[config.mk]
export PLATFORM = sky130hd
export DESIGN_NAME = alu_iter_unit_flat
export DESIGN_NICKNAME = d
export VERILOG_FILES = /design/src/rtl/alu_iter_if.sv /design/src/rtl/alu_iter_unit.sv /design/src/flat_wrapper.sv
export SDC_FILE = /design/constraint.sdc
export NUM_CORES = 1
export LEC_CHECK = 0
export ABC_AREA = 1
export CAP_MARGIN = 20
export CORE_MARGIN = 2
export CORE_UTILIZATION = 45
export CTS_BUF_LIST = sky130_fd_sc_hd__clkbuf_4 sky130_fd_sc_hd__clkbuf_8
export DETAILED_ROUTE_END_ITERATION = 12
export PLACE_DENSITY = 0.64
export SYNTH_ARGS = -nofsm -noshare
export SYNTH_HDL_FRONTEND = slang
export SYNTH_SLANG_ARGS = --single-unit
export TNS_END_PERCENT = 5
[constraint.sdc]
create_clock -name clk -period 4 [get_ports clk]
set_input_delay 1.2 -clock clk [delete_from_list [all_inputs] [get_ports clk]]
set_output_delay 1.2 -clock clk [all_outputs]
set_load 0.05 [all_outputs]
[src/rtl/alu_iter_if.sv]
// Request/result handshake bundle between register-read and writeback for alu_iter_unit.
interface alu_iter_if #(
  parameter int unsigned WIDTH = 32
);
  logic             in_valid;
  logic             in_ready;
  logic [1:0]       op_type;
  logic [5:0]       func_field;
  logic [WIDTH-1:0] a;
  logic [WIDTH-1:0] b;
  logic             out_valid;
  logic             out_ready;
  logic [WIDTH-1:0] result;
  logic [WIDTH-1:0] hi;
  logic             zero;
  logic             ovf;
  logic             div_by_zero;

  modport master (
    output in_valid, op_type, func_field, a, b, out_ready,
    input  in_ready, out_valid, result, hi, zero, ovf, div_by_zero
  );

  modport slave (
    input  in_valid, op_type, func_field, a, b, out_ready,
    output in_ready, out_valid, result, hi, zero, ovf, div_by_zero
  );
endinterface

[src/rtl/alu_iter_unit.sv]
// Iterative ALU: single-cycle arith/logic/shift ops, WIDTH-cycle shift-add multiply
// and restoring unsigned divide, valid/ready on both sides.
module alu_iter_unit #(
  parameter int unsigned WIDTH = 32
) (
  input logic       clk,
  input logic       rst,
  alu_iter_if.slave bus
);
  localparam int unsigned ShW  = $clog2(WIDTH);
  localparam int unsigned CntW = $clog2(WIDTH) + 1;

  typedef enum logic [1:0] {S_IDLE, S_MUL, S_DIV, S_DONE} state_e;
  typedef enum logic [3:0] {
    OP_ADD, OP_SUB, OP_AND, OP_OR, OP_NOR, OP_SLT, OP_SLL, OP_SRL, OP_MUL, OP_DIV
  } op_e;

  state_e           state_q, state_d;
  logic [CntW-1:0]  cnt_q, cnt_d;
  logic [WIDTH-1:0] wrk_hi_q, wrk_hi_d, wrk_lo_q, wrk_lo_d, opnd_q, opnd_d;
  logic [WIDTH-1:0] result_q, result_d, hi_q, hi_d;
  logic             zero_q, zero_d, ovf_q, ovf_d, dbz_q, dbz_d;
  logic             in_ready_q, in_ready_d, out_valid_q, out_valid_d;

  op_e              op_c;
  logic [WIDTH-1:0] sum_c, dif_c, alu_c;
  logic             ovf_c;
  logic [WIDTH:0]   msum_c, dshift_c, ddiff_c;
  logic [WIDTH-1:0] mul_hi_c, mul_lo_c, div_rem_c, div_quo_c;
  logic             div_ge_c;

  // Operation decode from op_type / func_field
  always_comb begin
    op_c = OP_ADD;
    case (bus.op_type)
      2'b01: op_c = OP_SUB;
      2'b10: begin
        case (bus.func_field)
          6'b100010: op_c = OP_SUB;
          6'b100100: op_c = OP_AND;
          6'b100101: op_c = OP_OR;
          6'b100111: op_c = OP_NOR;
          6'b101010: op_c = OP_SLT;
          6'b000000: op_c = OP_SLL;
          6'b000010: op_c = OP_SRL;
          6'b011000: op_c = OP_MUL;
          6'b011011: op_c = OP_DIV;
          default:   op_c = OP_ADD;
        endcase
      end
      default: op_c = OP_ADD;
    endcase
  end

  // Single-cycle datapath
  always_comb begin
    sum_c = bus.a + bus.b;
    dif_c = bus.a - bus.b;
    alu_c = sum_c;
    ovf_c = 1'b0;
    case (op_c)
      OP_ADD: ovf_c = (bus.a[WIDTH-1] == bus.b[WIDTH-1]) && (sum_c[WIDTH-1] != bus.a[WIDTH-1]);
      OP_SUB: begin
        alu_c = dif_c;
        ovf_c = (bus.a[WIDTH-1] != bus.b[WIDTH-1]) && (dif_c[WIDTH-1] != bus.a[WIDTH-1]);
      end
      OP_AND:  alu_c = bus.a & bus.b;
      OP_OR:   alu_c = bus.a | bus.b;
      OP_NOR:  alu_c = ~(bus.a | bus.b);
      OP_SLT:  alu_c = WIDTH'($signed(bus.a) < $signed(bus.b));
      OP_SLL:  alu_c = bus.a << bus.b[ShW-1:0];
      OP_SRL:  alu_c = bus.a >> bus.b[ShW-1:0];
      default: alu_c = sum_c;
    endcase
  end

  // One multiply / divide iteration; wrk_hi:wrk_lo is product or remainder:quotient
  always_comb begin
    msum_c    = {1'b0, wrk_hi_q} + (wrk_lo_q[0] ? {1'b0, opnd_q} : '0);
    mul_hi_c  = msum_c[WIDTH:1];
    mul_lo_c  = {msum_c[0], wrk_lo_q[WIDTH-1:1]};
    dshift_c  = {wrk_hi_q, wrk_lo_q[WIDTH-1]};
    ddiff_c   = dshift_c - {1'b0, opnd_q};
    div_ge_c  = ~ddiff_c[WIDTH];
    div_rem_c = div_ge_c ? ddiff_c[WIDTH-1:0] : dshift_c[WIDTH-1:0];
    div_quo_c = {wrk_lo_q[WIDTH-2:0], div_ge_c};
  end

  always_comb begin
    state_d  = state_q;
    cnt_d    = cnt_q;
    wrk_hi_d = wrk_hi_q;
    wrk_lo_d = wrk_lo_q;
    opnd_d   = opnd_q;
    result_d = result_q;
    hi_d     = hi_q;
    zero_d   = zero_q;
    ovf_d    = ovf_q;
    dbz_d    = dbz_q;
    case (state_q)
      S_IDLE: begin
        if (bus.in_valid) begin
          case (op_c)
            OP_MUL: begin
              state_d  = S_MUL;
              cnt_d    = CntW'(WIDTH);
              wrk_hi_d = '0;
              wrk_lo_d = bus.b;
              opnd_d   = bus.a;
            end
            OP_DIV: begin
              state_d  = S_DIV;
              cnt_d    = CntW'(WIDTH);
              wrk_hi_d = '0;
              wrk_lo_d = bus.a;
              opnd_d   = bus.b;
            end
            default: begin
              state_d  = S_DONE;
              result_d = alu_c;
              hi_d     = '0;
              zero_d   = (alu_c == '0);
              ovf_d    = ovf_c;
              dbz_d    = 1'b0;
            end
          endcase
        end
      end
      S_MUL: begin
        cnt_d    = cnt_q - CntW'(1);
        wrk_hi_d = mul_hi_c;
        wrk_lo_d = mul_lo_c;
        if (cnt_q == CntW'(1)) begin
          state_d  = S_DONE;
          result_d = mul_lo_c;
          hi_d     = mul_hi_c;
          zero_d   = (mul_lo_c == '0);
          ovf_d    = 1'b0;
          dbz_d    = 1'b0;
        end
      end
      S_DIV: begin
        cnt_d    = cnt_q - CntW'(1);
        wrk_hi_d = div_rem_c;
        wrk_lo_d = div_quo_c;
        // A zero divisor naturally yields all-ones quotient and remainder == dividend
        if (cnt_q == CntW'(1)) begin
          state_d  = S_DONE;
          result_d = div_quo_c;
          hi_d     = div_rem_c;
          zero_d   = (div_quo_c == '0);
          ovf_d    = 1'b0;
          dbz_d    = (opnd_q == '0);
        end
      end
      S_DONE: begin
        if (bus.out_ready) state_d = S_IDLE;
      end
      default: state_d = S_IDLE;
    endcase
    in_ready_d  = (state_d == S_IDLE);
    out_valid_d = (state_d == S_DONE);
  end

  always_ff @(posedge clk) begin
    if (rst) begin
      state_q     <= S_IDLE;
      cnt_q       <= '0;
      wrk_hi_q    <= '0;
      wrk_lo_q    <= '0;
      opnd_q      <= '0;
      result_q    <= '0;
      hi_q        <= '0;
      zero_q      <= 1'b0;
      ovf_q       <= 1'b0;
      dbz_q       <= 1'b0;
      in_ready_q  <= 1'b1;
      out_valid_q <= 1'b0;
    end else begin
      state_q     <= state_d;
      cnt_q       <= cnt_d;
      wrk_hi_q    <= wrk_hi_d;
      wrk_lo_q    <= wrk_lo_d;
      opnd_q      <= opnd_d;
      result_q    <= result_d;
      hi_q        <= hi_d;
      zero_q      <= zero_d;
      ovf_q       <= ovf_d;
      dbz_q       <= dbz_d;
      in_ready_q  <= in_ready_d;
      out_valid_q <= out_valid_d;
    end
  end

  assign bus.in_ready    = in_ready_q;
  assign bus.out_valid   = out_valid_q;
  assign bus.result      = result_q;
  assign bus.hi          = hi_q;
  assign bus.zero        = zero_q;
  assign bus.ovf         = ovf_q;
  assign bus.div_by_zero = dbz_q;
endmodule

[src/flat_wrapper.sv]
// flat-port wrapper written by rule: the top's interface ports become plain ports
module alu_iter_unit_flat 
#(
  parameter int unsigned WIDTH = 32
)
  (clk, rst, bus_in_valid, bus_op_type, bus_func_field, bus_a, bus_b, bus_out_ready, bus_in_ready, bus_out_valid, bus_result, bus_hi, bus_zero, bus_ovf, bus_div_by_zero);
  alu_iter_if #(.WIDTH(WIDTH)) bus_i ();
  input logic clk;
  input logic rst;
  input wire logic [$bits(bus_i.in_valid)-1:0] bus_in_valid;
  input wire logic [$bits(bus_i.op_type)-1:0] bus_op_type;
  input wire logic [$bits(bus_i.func_field)-1:0] bus_func_field;
  input wire logic [$bits(bus_i.a)-1:0] bus_a;
  input wire logic [$bits(bus_i.b)-1:0] bus_b;
  input wire logic [$bits(bus_i.out_ready)-1:0] bus_out_ready;
  output wire logic [$bits(bus_i.in_ready)-1:0] bus_in_ready;
  output wire logic [$bits(bus_i.out_valid)-1:0] bus_out_valid;
  output wire logic [$bits(bus_i.result)-1:0] bus_result;
  output wire logic [$bits(bus_i.hi)-1:0] bus_hi;
  output wire logic [$bits(bus_i.zero)-1:0] bus_zero;
  output wire logic [$bits(bus_i.ovf)-1:0] bus_ovf;
  output wire logic [$bits(bus_i.div_by_zero)-1:0] bus_div_by_zero;
  assign bus_i.in_valid = bus_in_valid;
  assign bus_i.op_type = bus_op_type;
  assign bus_i.func_field = bus_func_field;
  assign bus_i.a = bus_a;
  assign bus_i.b = bus_b;
  assign bus_i.out_ready = bus_out_ready;
  assign bus_in_ready = bus_i.in_ready;
  assign bus_out_valid = bus_i.out_valid;
  assign bus_result = bus_i.result;
  assign bus_hi = bus_i.hi;
  assign bus_zero = bus_i.zero;
  assign bus_ovf = bus_i.ovf;
  assign bus_div_by_zero = bus_i.div_by_zero;
  alu_iter_unit #(.WIDTH(WIDTH)) u_core (.clk(clk), .rst(rst), .bus(bus_i));
endmodule
## Word-level counts from Yosys, hierarchy flattened

Cells that the tools add are included.

| word-level totals | value |
|---|---|
| register bits | 173 |
| logic and storage cells | 124 |

| cells by class | value |
|---|---|
| $add $sub $neg | 5 |
| order comparisons | 1 |
| equality and inequality tests | 35 |
| shift-type cells | 2 |
| mux-type cells | 44 |
| bitwise operators | 4 |
| reductions and logical operators | 21 |

Operator list:

| cell | count |
|---|---|
| $mux W32 | 13 |
| $pmux W32 S3 | 4 |
| $pmux W32 S7 | 1 |
| $logic_not A32 Y1 | 4 |
| $pmux W32 S2 | 2 |
| $pmux W4 S9 | 1 |
| $add A32 B33 Y33 | 1 |
| $sub A33 B32 Y33 | 1 |
| $add A32 B32 Y32 | 1 |
| $and A32 B32 Y32 | 1 |
| $lt A32 B32 Y1 | 1 |
| $not A32 Y32 | 1 |
| $or A32 B32 Y32 | 1 |
| $shl A32 B5 Y32 | 1 |
| $shr A32 B5 Y32 | 1 |
| $sub A32 B32 Y32 | 1 |
| $eq A6 B6 Y1 const B | 5 |
| $eq A4 B3 Y1 const B | 4 |
| $eq A6 B5 Y1 const B | 2 |
| $mux W6 | 2 |
| $pmux W6 S2 | 1 |
| $reduce_and A3 Y1 | 4 |
| $mux W1 | 10 |
| $eq A2 B2 Y1 const B | 4 |
| other kinds (28) | 45 |

## Longest topological paths before layout

| depth | value |
|---|---|
| word-level depth | 9 |
| mapped depth | 26 |
| depth with buffers taken out | 24 |

## Worst setup path before layout

OpenSTA, ideal clock, no wires.

| timing | value |
|---|---|
| path kind | input port to flip-flop |
| start point | input port bus_b[3] |
| end point | register u_core.zero_q (netlist: u_core.bus.zero) |
| library setup time | 0.064 ns |
| arrival time | 3.799 ns |
| required time | 3.936 ns |
| path slack | 0.137 ns |
| stages on the path | 26 |
| cell sequence | clkbuf_1 > inv_1 > buf_2 > buf_1 > ha_1 > inv_1 > nand3_1 > nand2_1 > nand2_1 > nand2_1 > inv_1 > o21ai_0 > nand2_1 > nand2_1 > nand2_1 > nand2_1 > nor2_1 > inv_1 > nand3_1 > nor2_1 > nand2_1 > nor2_1 > nand2_1 > nor2_1 > nor2_1 > nor2_1 |

| on the way | value |
|---|---|
| cells in the longest elaborated chain, start to end | 7 |

RTL lines:

| item | line | source |
|---|---|---|
| from (decl) | flat_wrapper.sv:14 | `input wire logic [$bits(bus_i.b)-1:0] bus_b;` |
| parallel branches: the longest is 2 deep, another holds $add A32 B32 Y32 | -- |  |
| $pmux W32 S7 (*) | alu_iter_unit.sv:61 | `case (op_c)` |
| $logic_not A32 Y1 (*) | alu_iter_unit.sv:122 | `zero_d = (alu_c == '0);` |
| $mux W1 (*) | alu_iter_unit.sv:103 | `case (op_c)` |
| $mux W1 (*) | alu_iter_unit.sv:102 | `if (bus.in_valid) begin` |
| $pmux W1 S3 (*) | alu_iter_unit.sv:100 | `case (state_q)` |
| to (signal assigned) | alu_iter_unit.sv:187 | `zero_q <= zero_d;` |
| to (decl) | alu_iter_unit.sv:22 | `logic zero_q, zero_d, ovf_q, ovf_d, dbz_q, dbz_d;` |

Every way passes the cells marked *. The select of a mux whose other input is x is not followed.
A chain may end at the register's enable or synchronous reset.

## Final worst setup path

| timing | value |
|---|---|
| start point | input port bus_op_type[1] |
| end point | register u_core.zero_q (netlist: u_core.bus.zero) |

| on the way | value |
|---|---|
| cells in the longest elaborated chain, start to end | 8 |

RTL lines:

| item | line | source |
|---|---|---|
| from (decl) | flat_wrapper.sv:11 | `input wire logic [$bits(bus_i.op_type)-1:0] bus_op_type;` |
| $eq A2 B2 Y1 / $eq A2 B1 Y1 (equally long branches) | alu_iter_unit.sv:35 | `case (bus.op_type)` |
| $pmux W4 S2 (*) | alu_iter_unit.sv:35 |  |
| $eq A4 B3 Y1 (tied with other cells) | alu_iter_unit.sv:61 |  |
| $pmux W32 S7 | alu_iter_unit.sv:61 |  |
| $logic_not A32 Y1 | alu_iter_unit.sv:122 |  |
| $mux W1 | alu_iter_unit.sv:103 |  |
| $mux W1 | alu_iter_unit.sv:102 |  |
| $pmux W1 S3 | alu_iter_unit.sv:100 |  |

Mark *: on every way between the ends. The rest lies on a longest branch, timed or not. The select of a mux whose other input is x is not followed.

==> summary.txt <==
CTS
  – H-Tree Depth: 4
  – Max Root-Sink Buffers: 2
  – Worst skew pair latency: 0.52 ns
  – CTS clock-pin slew for the worst setup and hold paths: 0.12 ns
  – CTS buffer count: 17
  – Clock Tree Root: clkbuf_8
  – CTS tree: yes
  – CTS Sinks: 173
  – # Post-CTS Setup Buffers: 0

Flow run
  – # Max-Cap Violations: 0

Drt
  – DRC errors left: 0
  – Final WL: 116000 µm
  – DR pass1 iterations: 8
  – Vias per std cell: 5.83
  – Initial drt markers: 4113
  – Routed Antenna Nets: 0
  – WL per Instance: 22.6 µm
  – Via count: 29900

Layout
  – Final #Nets: 4757
  – Fraction of layout cells with a size suffix above 1: 16.9%
  – Final instance area: 29000 µm²
  – Most frequent cells in the layout: nand2_1, buf_4, inv_1, nand3_1, nor2_1
  – Layout area overhead: 32.8%
  – Post-layout util: 60.6%
  – Commonest non-fill, non-tap cell in the layout: nand2_1

STA
  – Clk_skew: 0.0271 ns
  – Post-route clock period utilization: 97.6%
  – Setup TNS: 0 ns
  – Hold WS: 0.495 ns
  – Pins Over Slew Limit: 0
  – Setup WS post-layout: 0.0963 ns
  – Period minus WS final: 3.90 ns
  – Worst-Margin Slew: 0.771 ns
  – Headroom to the max-slew limit: 48.0%
  – Final Hold Fails: 0
  – Final Setup Violations: 0
  – Max Fclk: 256 MHz

Worst setup path
  – Worst Path Required: 4.41 ns
  – CP max-delay cell: clkdlybuf4s50_1
  – CP endpoint kind: flip-flop
  – Worst endpoint data arrival time: 4.31 ns
  – Reg2reg setup slack: 0.45 ns
  – Most frequent CP cell: nor2_1
  – CP max FO: 4
  – WS Path Type: input pin to flip-flop
  – Reg2reg start: u_core.opnd_q[1]
  – Crit-path cells: clkdlybuf4s50_1 > ha_1 > inv_1 > nor2_1 > buf_4 > nand2_2 > buf_4 > buf_4 > nor3_1 > buf_4 > inv_1 > nor2_1 > nor2_1 > nand3_1 > buf_4 > nor2_1 > nand2_1 > nor2_1 > nand3_1 > nor2_1 > nor2_1 > nor2_1
  – Largest stage delay on the critical path: 0.57 ns
  – Reg-to-Reg End: u_core.wrk_hi_q[11]
  – Setup crit start kind: input pin
  – Length in cells of the worst reg-to-reg path: 19

Placed design
  – PortBufs: 144
  – Placer Congestion: 1.15
  – Post-DP Area: 28300 µm²
  – Final HPWL DP: 96000 µm
  – Pre-CTS setup slack: -0.591 ns

Floorplan
  – Num ports: 145
  – Initial Utilization: 45.7%
  – Row count: 80
  – CORE AREA: 47800 µm²
  – Die extent in x: 224 µm
  – Die Ht: 224 µm
  – Die area: 50300 µm²

Min path
  – Hold Crit Class: flip-flop to flip-flop
  – Hold Crit Depth: 2
  – Hold Startpoint: u_core.cnt_q[3]
  – Hold worst-path end: u_core.cnt_q[3]

Status
  – Status: finished clean

GRT
  – Initial antenna violation count: 4
  – Vias in the first global route: 27000
  – Congestion Overflow GR: 0
  – First-pass GRT wire length: 169000 µm
  – Largest net degree at the start of global routing: 65
  – GRT Overall Usage: 44.9%

Synthesis
  – YS warnings: 0
  – Post-synth top area share: 17.5%
  – Sequential fraction of the synthesis area: 15.9%
  – Asr flop ratio synth: 0%
  – Syn Inst Count: 3923
  – Mapped Area: 21800 µm²
  – Avg Cell Area, Syn: 5.57 µm²
  – Post-Syn Nets: 4172
  – Area contributors post-synth: nand2_1, dfxtp_1, nand3_1
  – FF+latch count, synth: 173
  – EDFF count, synth: 0
  – Post-synth cell types: 47
  – Dominant synthesized flop cell: dfxtp_1
  – Synth area leader: nand2_1

Power
  – Leak pwr: 14.6 nW
  – Peak supply drop: 0.246 mV
  – Pwr dens: 335 nW/µm²
==> Yosys cell counts (11+ instances only) <==
library cell and n:
ha_1 169, nor4_1 14, inv_1 459, nor2_1 409, nand4_1 46, a21oi_1 309
buf_2 49, o21a_1 12, o22ai_1 29, a221oi_1 32, xnor2_1 17, xor2_1 43
a31oi_1 63, a21o_1 13, o21ai_0 341, nand3_1 434, buf_1 37, or2_2 11
nor3_1 28, o211ai_1 16, nand2_1 1021, clkbuf_1 106, o21ai_1 16, o21bai_1 13
dfxtp_1 173
==> flip-flops by register name, summed over array words and instances, names as in the netlist <==
name	count
u_core.state_q	2
u_core.bus.result	32
u_core.cnt_q	6
u_core.bus.in_ready	1
u_core.wrk_lo_q	32
u_core.bus.div_by_zero	1
u_core.opnd_q	32
u_core.wrk_hi_q	32
u_core.bus.zero	1
u_core.bus.hi	32
u_core.bus.ovf	1
u_core.bus.out_valid	1
==> kinds of logic after synthesis <==
logic type	synth area share, %
xor+xnor	2.41
flops	15.9
fa+ha+maj	10.0
simple gates	38.3
buf+inv	12.1
compound gates	21.3
==> metrics by stage <==
stage | power, mW | std cells
2_1_floorplan | 5.70 | 3923
3_3_place_gp | 8.18 | 5104
3_5_place_dp | 8.19 | 5104
4_1_cts | 9.48 | 5136
5_1_grt | 10.3 | 5137
6_report | 9.71 | 5137
==> power breakdown <==
part           leakage, nW  internal (mW)  switching, mW  total [mW]
Clock                0.206          0.535          0.753        1.29
Sequential            1.42           2.00          0.226        2.22
Combinational         13.0           2.24           3.95        6.20
Total                 14.6           4.77           4.93        9.71
==> metal layers <==
| layer | GRT usage (%) | part of all wire [%] |
|---|---|---|
| met4 | 28.1 | 7.5 |
| met2 | 67.8 | 41 |
| met5 | 0 | 0.0078 |
| met1 | 58.7 | 40 |
| met3 | 8.90 | 11 |
==> repair_timing <==
| item | 4_1_cts | 5_1_grt |
|---|---|---|
| resized for setup | 3 | 73 |
| endpoints found under the setup margin | 3 | 21 |
| hold buffers | 0 | 0 |
| cloned | 0 | 0 |
| pin swaps | 0 | 1 |
| endpoints found under the hold margin | 0 | 0 |
==> critical path, delay by kind of cell <==
family | cells | cell delay (ns)
adders and majority gates | 1 | 0.24
and+or+nand+nor | 13 | 1.37
buffers and inverters | 8 | 1.50
==> how the worst max path moves through the flow <==
stage                         from                   end
floorplan                 bus_b[3]       u_core.bus.zero
global route             bus_b[13]       u_core.bus.zero
detailed placement       bus_b[10]       u_core.bus.zero
CTS                 bus_op_type[0]  u_core.bus.result[5]
global placement         bus_b[10]       u_core.bus.zero
finish              bus_op_type[1]       u_core.bus.zero
==> area by class of cell <==
type                       count  area [µm²]
antenna                        1        2.50
clock buffer                  18         241
clock inverter                14         165
fill                        4916       18800
inverter                     467        1760
multi-input combinational   3079       16100
sequential                   173        3460
tap                          615         769
timing repair buffer         770        6540
Note: power is estimated with default switching activity, not from simulation.
